[src/rtl/mmu_pkg.sv]
// Shared types and helpers for the MMU result drain stage.
package mmu_pkg;

  typedef enum logic [1:0] {IDLE, WAIT_MMU, DRAIN} drain_state_t;

  localparam int unsigned MMU_DIM = 4;
  localparam int unsigned NUM_PE  = 16;

  // Sign-bit test only: negative zero and negative-signed NaNs also collapse to 0.
  function automatic logic [31:0] relu_fp32(input logic [31:0] w);
    return w[31] ? '0 : w;
  endfunction

endpackage

[src/rtl/mmu_result_drain.sv]
// Snapshots the 4x4 MMU results once idle, optionally applies ReLU and
// streams the sixteen words over a valid/ready port.
module mmu_result_drain
  import mmu_pkg::*;
#(
  parameter int unsigned DATA_WIDTH = 32,
  parameter int unsigned NUM_PE     = 16
) (
  input  logic         clk_i,
  input  logic         rst_i,
  input  logic         start_i,
  input  logic         relu_en_i,
  input  logic         mmu_busy_i,
  input  logic [127:0] rdata_1_in,
  input  logic [127:0] rdata_2_in,
  input  logic [127:0] rdata_3_in,
  input  logic [127:0] rdata_4_in,
  output logic         out_valid_o,
  input  logic         out_ready_i,
  output logic [31:0]  out_data_o,
  output logic [3:0]   out_idx_o,
  output logic         out_last_o,
  output logic         drain_busy_o,
  output logic         done_o,
  output logic         start_drop_o
);

  drain_state_t          state_q, state_d;
  logic [3:0]            cnt_q;
  logic [DATA_WIDTH-1:0] bank_q [NUM_PE];
  logic                  relu_q, done_q, drop_q;
  logic                  capture, relu_load, hs;
  logic [127:0]          rows [MMU_DIM];
  logic [31:0]           word;

  assign rows[0] = rdata_1_in;
  assign rows[1] = rdata_2_in;
  assign rows[2] = rdata_3_in;
  assign rows[3] = rdata_4_in;

  assign hs = out_valid_o & out_ready_i;

  always_comb begin
    state_d   = state_q;
    capture   = 1'b0;
    relu_load = 1'b0;
    case (state_q)
      IDLE: begin
        if (start_i) begin
          relu_load = 1'b1;
          if (mmu_busy_i) begin
            state_d = WAIT_MMU;
          end else begin
            capture = 1'b1;
            state_d = DRAIN;
          end
        end
      end
      WAIT_MMU: begin
        if (!mmu_busy_i) begin
          capture = 1'b1;
          state_d = DRAIN;
        end
      end
      DRAIN: begin
        if (hs && cnt_q == 4'(NUM_PE - 1)) state_d = IDLE;
      end
      default: state_d = IDLE;
    endcase
  end

  always_ff @(posedge clk_i or negedge rst_i) begin
    if (!rst_i) begin
      state_q <= IDLE;
      cnt_q   <= '0;
      relu_q  <= 1'b0;
      done_q  <= 1'b0;
      drop_q  <= 1'b0;
    end else begin
      state_q <= state_d;
      if (relu_load) relu_q <= relu_en_i;
      // 4-bit counter wraps to 0 on the PE15 handshake, ready for the next tile.
      if (hs) cnt_q <= cnt_q + 4'd1;
      done_q <= hs & out_last_o;
      drop_q <= start_i & (state_q != IDLE);
    end
  end

  always_ff @(posedge clk_i or negedge rst_i) begin
    if (!rst_i) begin
      for (int unsigned k = 0; k < NUM_PE; k++) bank_q[k] <= '0;
    end else if (capture) begin
      // Row bus c carries column c; PE row r sits in the r-th word from the MSB.
      for (int unsigned r = 0; r < MMU_DIM; r++)
        for (int unsigned c = 0; c < MMU_DIM; c++)
          bank_q[r*MMU_DIM + c] <= rows[c][127 - 32*r -: 32];
    end
  end

  assign word         = bank_q[cnt_q];
  assign out_valid_o  = (state_q == DRAIN);
  assign out_data_o   = !out_valid_o ? '0 : (relu_q ? relu_fp32(word) : word);
  assign out_idx_o    = out_valid_o ? cnt_q : '0;
  assign out_last_o   = out_valid_o && (cnt_q == 4'(NUM_PE - 1));
  assign drain_busy_o = (state_q != IDLE);
  assign done_o       = done_q;
  assign start_drop_o = drop_q;

endmodule

[config.mk]
export PLATFORM = sky130hd
export DESIGN_NAME = mmu_result_drain
export DESIGN_NICKNAME = d
export VERILOG_FILES = /design/src/rtl/mmu_pkg.sv /design/src/rtl/mmu_result_drain.sv
export SDC_FILE = /design/constraint.sdc
export NUM_CORES = 1
export LEC_CHECK = 0
export ABC_AREA = 1
export ABC_CLOCK_PERIOD_IN_PS = 1800
export BUFFER_PORTS_ARGS = -buffer_cell sky130_fd_sc_hd__buf_2
export CAP_MARGIN = 5
export CELL_PAD_IN_SITES_DETAIL_PLACEMENT = 0
export CELL_PAD_IN_SITES_GLOBAL_PLACEMENT = 1
export CORE_ASPECT_RATIO = 1.5
export CORE_MARGIN = 2
export CORE_UTILIZATION = 41
export DETAILED_ROUTE_END_ITERATION = 6
export GPL_TIMING_DRIVEN = 1
export MAX_ROUTING_LAYER = met4
export PLACE_DENSITY = 0.78
export SLEW_MARGIN = 20
export SYNTH_ARGS = -nofsm -noshare
export SYNTH_HDL_FRONTEND = slang
export SYNTH_SLANG_ARGS = --single-unit
[constraint.sdc]
create_clock -name clk_i -period 1.8 [get_ports clk_i]
set_clock_uncertainty 0.15 [all_clocks]
set_input_delay 0.09 -clock clk_i [delete_from_list [all_inputs] [get_ports clk_i]]
set_output_delay 0.09 -clock clk_i [all_outputs]
set_load 0.02 [all_outputs]
==> insert_results.sql <==
INSERT INTO impl_metrics (metric_group, metric, value, unit) VALUES
('final_layout', 'drive_above_1_share', '0.346', ''),
('sta', 'finalCritPeriodShare', '1.56', ''),
('sta', 'worst_slew_margin_rel', '0.751', ''),
('status', 'status', 'finished, violations left', ''),
('drt', 'final_antenna_violating_net_count', '0', ''),
('sta', 'rsz0062_at_grt', 'yes', ''),
('drt', 'number_of_vias_per_cell_after_detailed_routing', '5.10', ''),
('power_and_ir_drop', 'pwr-share-comb', '0.562', ''),
('clock_network', 'worst_skew_pair.late_latency', '0.63', 'ns'),
('synth', 'avgSynthCellArea', '8.27', 'um^2'),
('final_layout', 'areaGrowthSynthToFinish', '67.7', '%'),
('drt', 'drt-pass1-iter-count', '7', ''),
('power_and_ir_drop', 'total_switching_power', '29.6', 'mW'),
('synth', 'synthMuxAreaShare', '0.109', ''),
('synth', 'warning_count_from_the_yosys_run', '0', ''),
('synth', 'synth_compound_gate_area_share', '0.0576', ''),
('flow_run', 'drv.max_cap_violation_count', '0', ''),
('synth', 'total_of_flip_flops_plus_latches_after_synthesis', '521', ''),
('power_and_ir_drop', 'internal_power', '43.3', 'mW'),
('clock_network', 'clockBufferDepth', '3', ''),
('worst_setup_path', 'timing.setup.critical_path_class', 'flop to primary output', ''),
('synth', 'seq_area_frac_synth', '0.504', ''),
('clock_network', 'clkSlewWorstSetupHoldPaths', '0.07', 'ns'),
('worst_setup_path', 'cp_max_fo', '12', ''),
('power_and_ir_drop', 'power_leakage', '22.0', 'nW'),
('power_and_ir_drop', 'power', '72.9', 'mW'),
('sta', 'report.final.setup_viol', '556', ''),
('clock_network', 'root_buffer', 'sky130_fd_sc_hd__clkbuf_16', ''),
('sta', 'post-route-min-period', '2.81', 'ns'),
('power_and_ir_drop', 'power_frac_seq', '0.277', ''),
('drt', 'detail_route.iter0.violations', '1820', ''),
('status', 'failing_checks', 'DRC, setup timing', ''),
('final_layout', 'layout.core_utilization', '0.695', ''),
('power_and_ir_drop', 'power.ir.vdd_worst', '1.05', 'mV'),
('sta', 'hold_violations', '0', ''),
('clock_network', 'cts_buffers', '54', ''),
('placed_design', 'finalWeightedCongestion', '0.855', ''),
('synth', 'netlist_cell_types', '23', ''),
('floorplanning', 'design.portCount', '559', ''),
('sta', 'post-route-worst-setup-slack', '-1.01', 'ns'),
('synth', 'synth_top_family_by_area', 'simple AND/OR/NAND/NOR gates', ''),
('worst_setup_path', 'critPathCaptureType', 'primary output', ''),
('synth', 'mappedNetlistNets', '3647', ''),
('power_and_ir_drop', 'p_per_area', '1680', 'mW/mm^2'),
('synth', 'postSynthCellCount', '3128', ''),
('placed_design', 'io_buffers', '558', ''),
('floorplanning', 'floorplan.die.width', '209', 'um'),
('placed_design', 'dp.final_hpwl', '65300', 'um'),
('final_layout', 'final_cell_mix', '639 x sky130_fd_sc_hd__nand2_1, 599 x sky130_fd_sc_hd__nor2_1, 521 x sky130_fd_sc_hd__buf_2', ''),
('synth', 'synthSimpleGateAreaFrac', '0.233', ''),
('synth', 'synth.top_cell.area_share', '0.504', ''),
('global_routing', 'grt_start_max_net_pins', '66', ''),
('clock_network', 'cts.sink_count', '521', ''),
('power_and_ir_drop', 'clockPowerShare', '0.161', ''),
('synth', 'synth_xor_xnor_area_share', '0.00102', ''),
('global_routing', 'globalRouteTotalUtil', '0.333', ''),
('final_layout', 'final_common_cell', 'sky130_fd_sc_hd__nand2_1', ''),
('drt', 'route.detailed.drc', '4', ''),
('worst_hold_path', 'worst_hold_path_type', 'input port to flop', ''),
('synth', 'yosys.area.top_type', 'sky130_fd_sc_hd__dfrtp_1', ''),
('clock_network', 'clock_tree.htree_level_count', '2', ''),
('global_routing', 'grt_pass1_wl', '161000', 'um'),
('clock_network', 'cts_tree', 'built', ''),
('placed_design', 'detailed_place.area', '0.0306', 'mm^2'),
('floorplanning', 'die_area', '0.0651', 'mm^2'),
('floorplanning', 'core-area', '0.0624', 'mm^2'),
('drt', 'vias', '27000', ''),
('global_routing', 'grt_pass1_vias', '27700', ''),
('floorplanning', 'die_height', '312', 'um'),
('synth', 'synthAdderAreaFrac', '0.000484', ''),
('worst_setup_path', 'start_kind', 'flop', '');
## registers in the layout, summed over array words and instances (netlist names)
| signal | cells |
|---|---|
| bank_q | 512 |
| state_q | 2 |
| relu_q | 1 |
| done_o | 1 |
| cnt_q | 4 |
| start_drop_o | 1 |
## final cells by class
class,instances,area [um^2]
inverter,304,1170
clock buffer,74,1560
timing repair buffer,1449,14000
tap,798,998
clock inverter,22,245
fill,4475,19000
antenna,25,62.6
multi-input combinational,2110,12300
sequential,521,13000
## critical path, cell delays in order (launching register included)
cell and delay, ns:
sky130_fd_sc_hd__dfrtp_4 0.52, sky130_fd_sc_hd__buf_12 0.15, sky130_fd_sc_hd__buf_16 0.15, sky130_fd_sc_hd__buf_16 0.16
sky130_fd_sc_hd__nand2_1 0.10, sky130_fd_sc_hd__nand3_1 0.16, sky130_fd_sc_hd__nand2_1 0.13, sky130_fd_sc_hd__nand2_1 0.05
sky130_fd_sc_hd__nand2_1 0.07, sky130_fd_sc_hd__inv_1 0.04, sky130_fd_sc_hd__nand2_1 0.06, sky130_fd_sc_hd__nand2_1 0.08
sky130_fd_sc_hd__nor2_4 0.12, sky130_fd_sc_hd__buf_6 0.13
## cell families (layout without fill, tap and decap cells)
| group | count (synthesis) | count (layout) |
|---|---|---|
| xor+xnor | 3 | 3 |
| flops | 521 | 521 |
| fa+ha+maj | 1 | 1 |
| other cells | 0 | 25 |
| mux | 251 | 251 |
| buf+inv | 497 | 1849 |
| compound gates | 297 | 297 |
| simple gates | 1558 | 1558 |
## path summary, 6_finish.rpt
path,from,to,slack (ns),cells after the start
min reg2reg,bank_q[45],bank_q[45],0.35,1
min,rdata_3_in[42],bank_q[170],0.07,3
min in group asynchronous,rst_i,bank_q[73],0.09,3
max reg2reg,state_q[0],bank_q[171],-0.43,11
max,cnt_q[0],out_data_o[20],-1.01,13
max in group asynchronous,rst_i,bank_q[282],0.93,4
## timing repair
action	CTS	global route
gates cloned	58	17
pin swaps	30	43
endpoints found under the hold margin	1042	0
setup buffers	90	40
setup endpoints to repair	369	556
hold buffers	520	0
gates resized for setup	439	373
## stage by stage
step                      TNS (ns)  worst slack (ns)  instances  hold slack, ns
after floorplan                  0          0.000346       3128          -0.356
after global placement      -20.87            -0.521       4484          -0.132
after detailed placement    -25.14            -0.517       4484          -0.129
after CTS                  -255.69             -1.05       5247          0.0378
after global routing       -223.20             -1.12       5302          0.0700
final                      -189.66             -1.01       5303          0.0732
## power by group through the flow
stage	logic (mW)	clock network (mW)	registers [mW]
4_1_cts	37.8	11.9	19.9
5_1_grt	44.1	12.3	20.7
6_report	40.9	11.7	20.2
3_3_place_gp	28.8	0	19.9
3_5_place_dp	29.1	0	20.0
2_1_floorplan	19.6	0	19.1
## routing by layer
metal,vias to the layer above,track usage,share of wire
met5,-,-,0
met4,0,0.153,0.057
met3,379,0.0449,0.056
met2,1181,0.562,0.49
met1,13100,0.396,0.39
li1,12400,-,-
## cells in the mapped netlist
master                     instances
sky130_fd_sc_hd__mux2_2          251
sky130_fd_sc_hd__inv_2             4
sky130_fd_sc_hd__nor2_1          744
sky130_fd_sc_hd__dfrtp_1         521
sky130_fd_sc_hd__clkbuf_1         24
sky130_fd_sc_hd__buf_4            26
sky130_fd_sc_hd__a21oi_2           1
sky130_fd_sc_hd__nand3b_1          1
sky130_fd_sc_hd__nor3_1            1
sky130_fd_sc_hd__buf_6            50
sky130_fd_sc_hd__ha_1              1
sky130_fd_sc_hd__clkinv_1          1
sky130_fd_sc_hd__a21oi_1         264
sky130_fd_sc_hd__nand4_1           1
sky130_fd_sc_hd__buf_2            86
sky130_fd_sc_hd__nand2_1         677
sky130_fd_sc_hd__o21ai_1           1
sky130_fd_sc_hd__nor2_2            1
sky130_fd_sc_hd__nand3_1         133
sky130_fd_sc_hd__inv_1           299
sky130_fd_sc_hd__buf_1             7
sky130_fd_sc_hd__xor2_1            3
sky130_fd_sc_hd__o21ai_0          31
No activity file was read; power rests on OpenSTA's default activity.
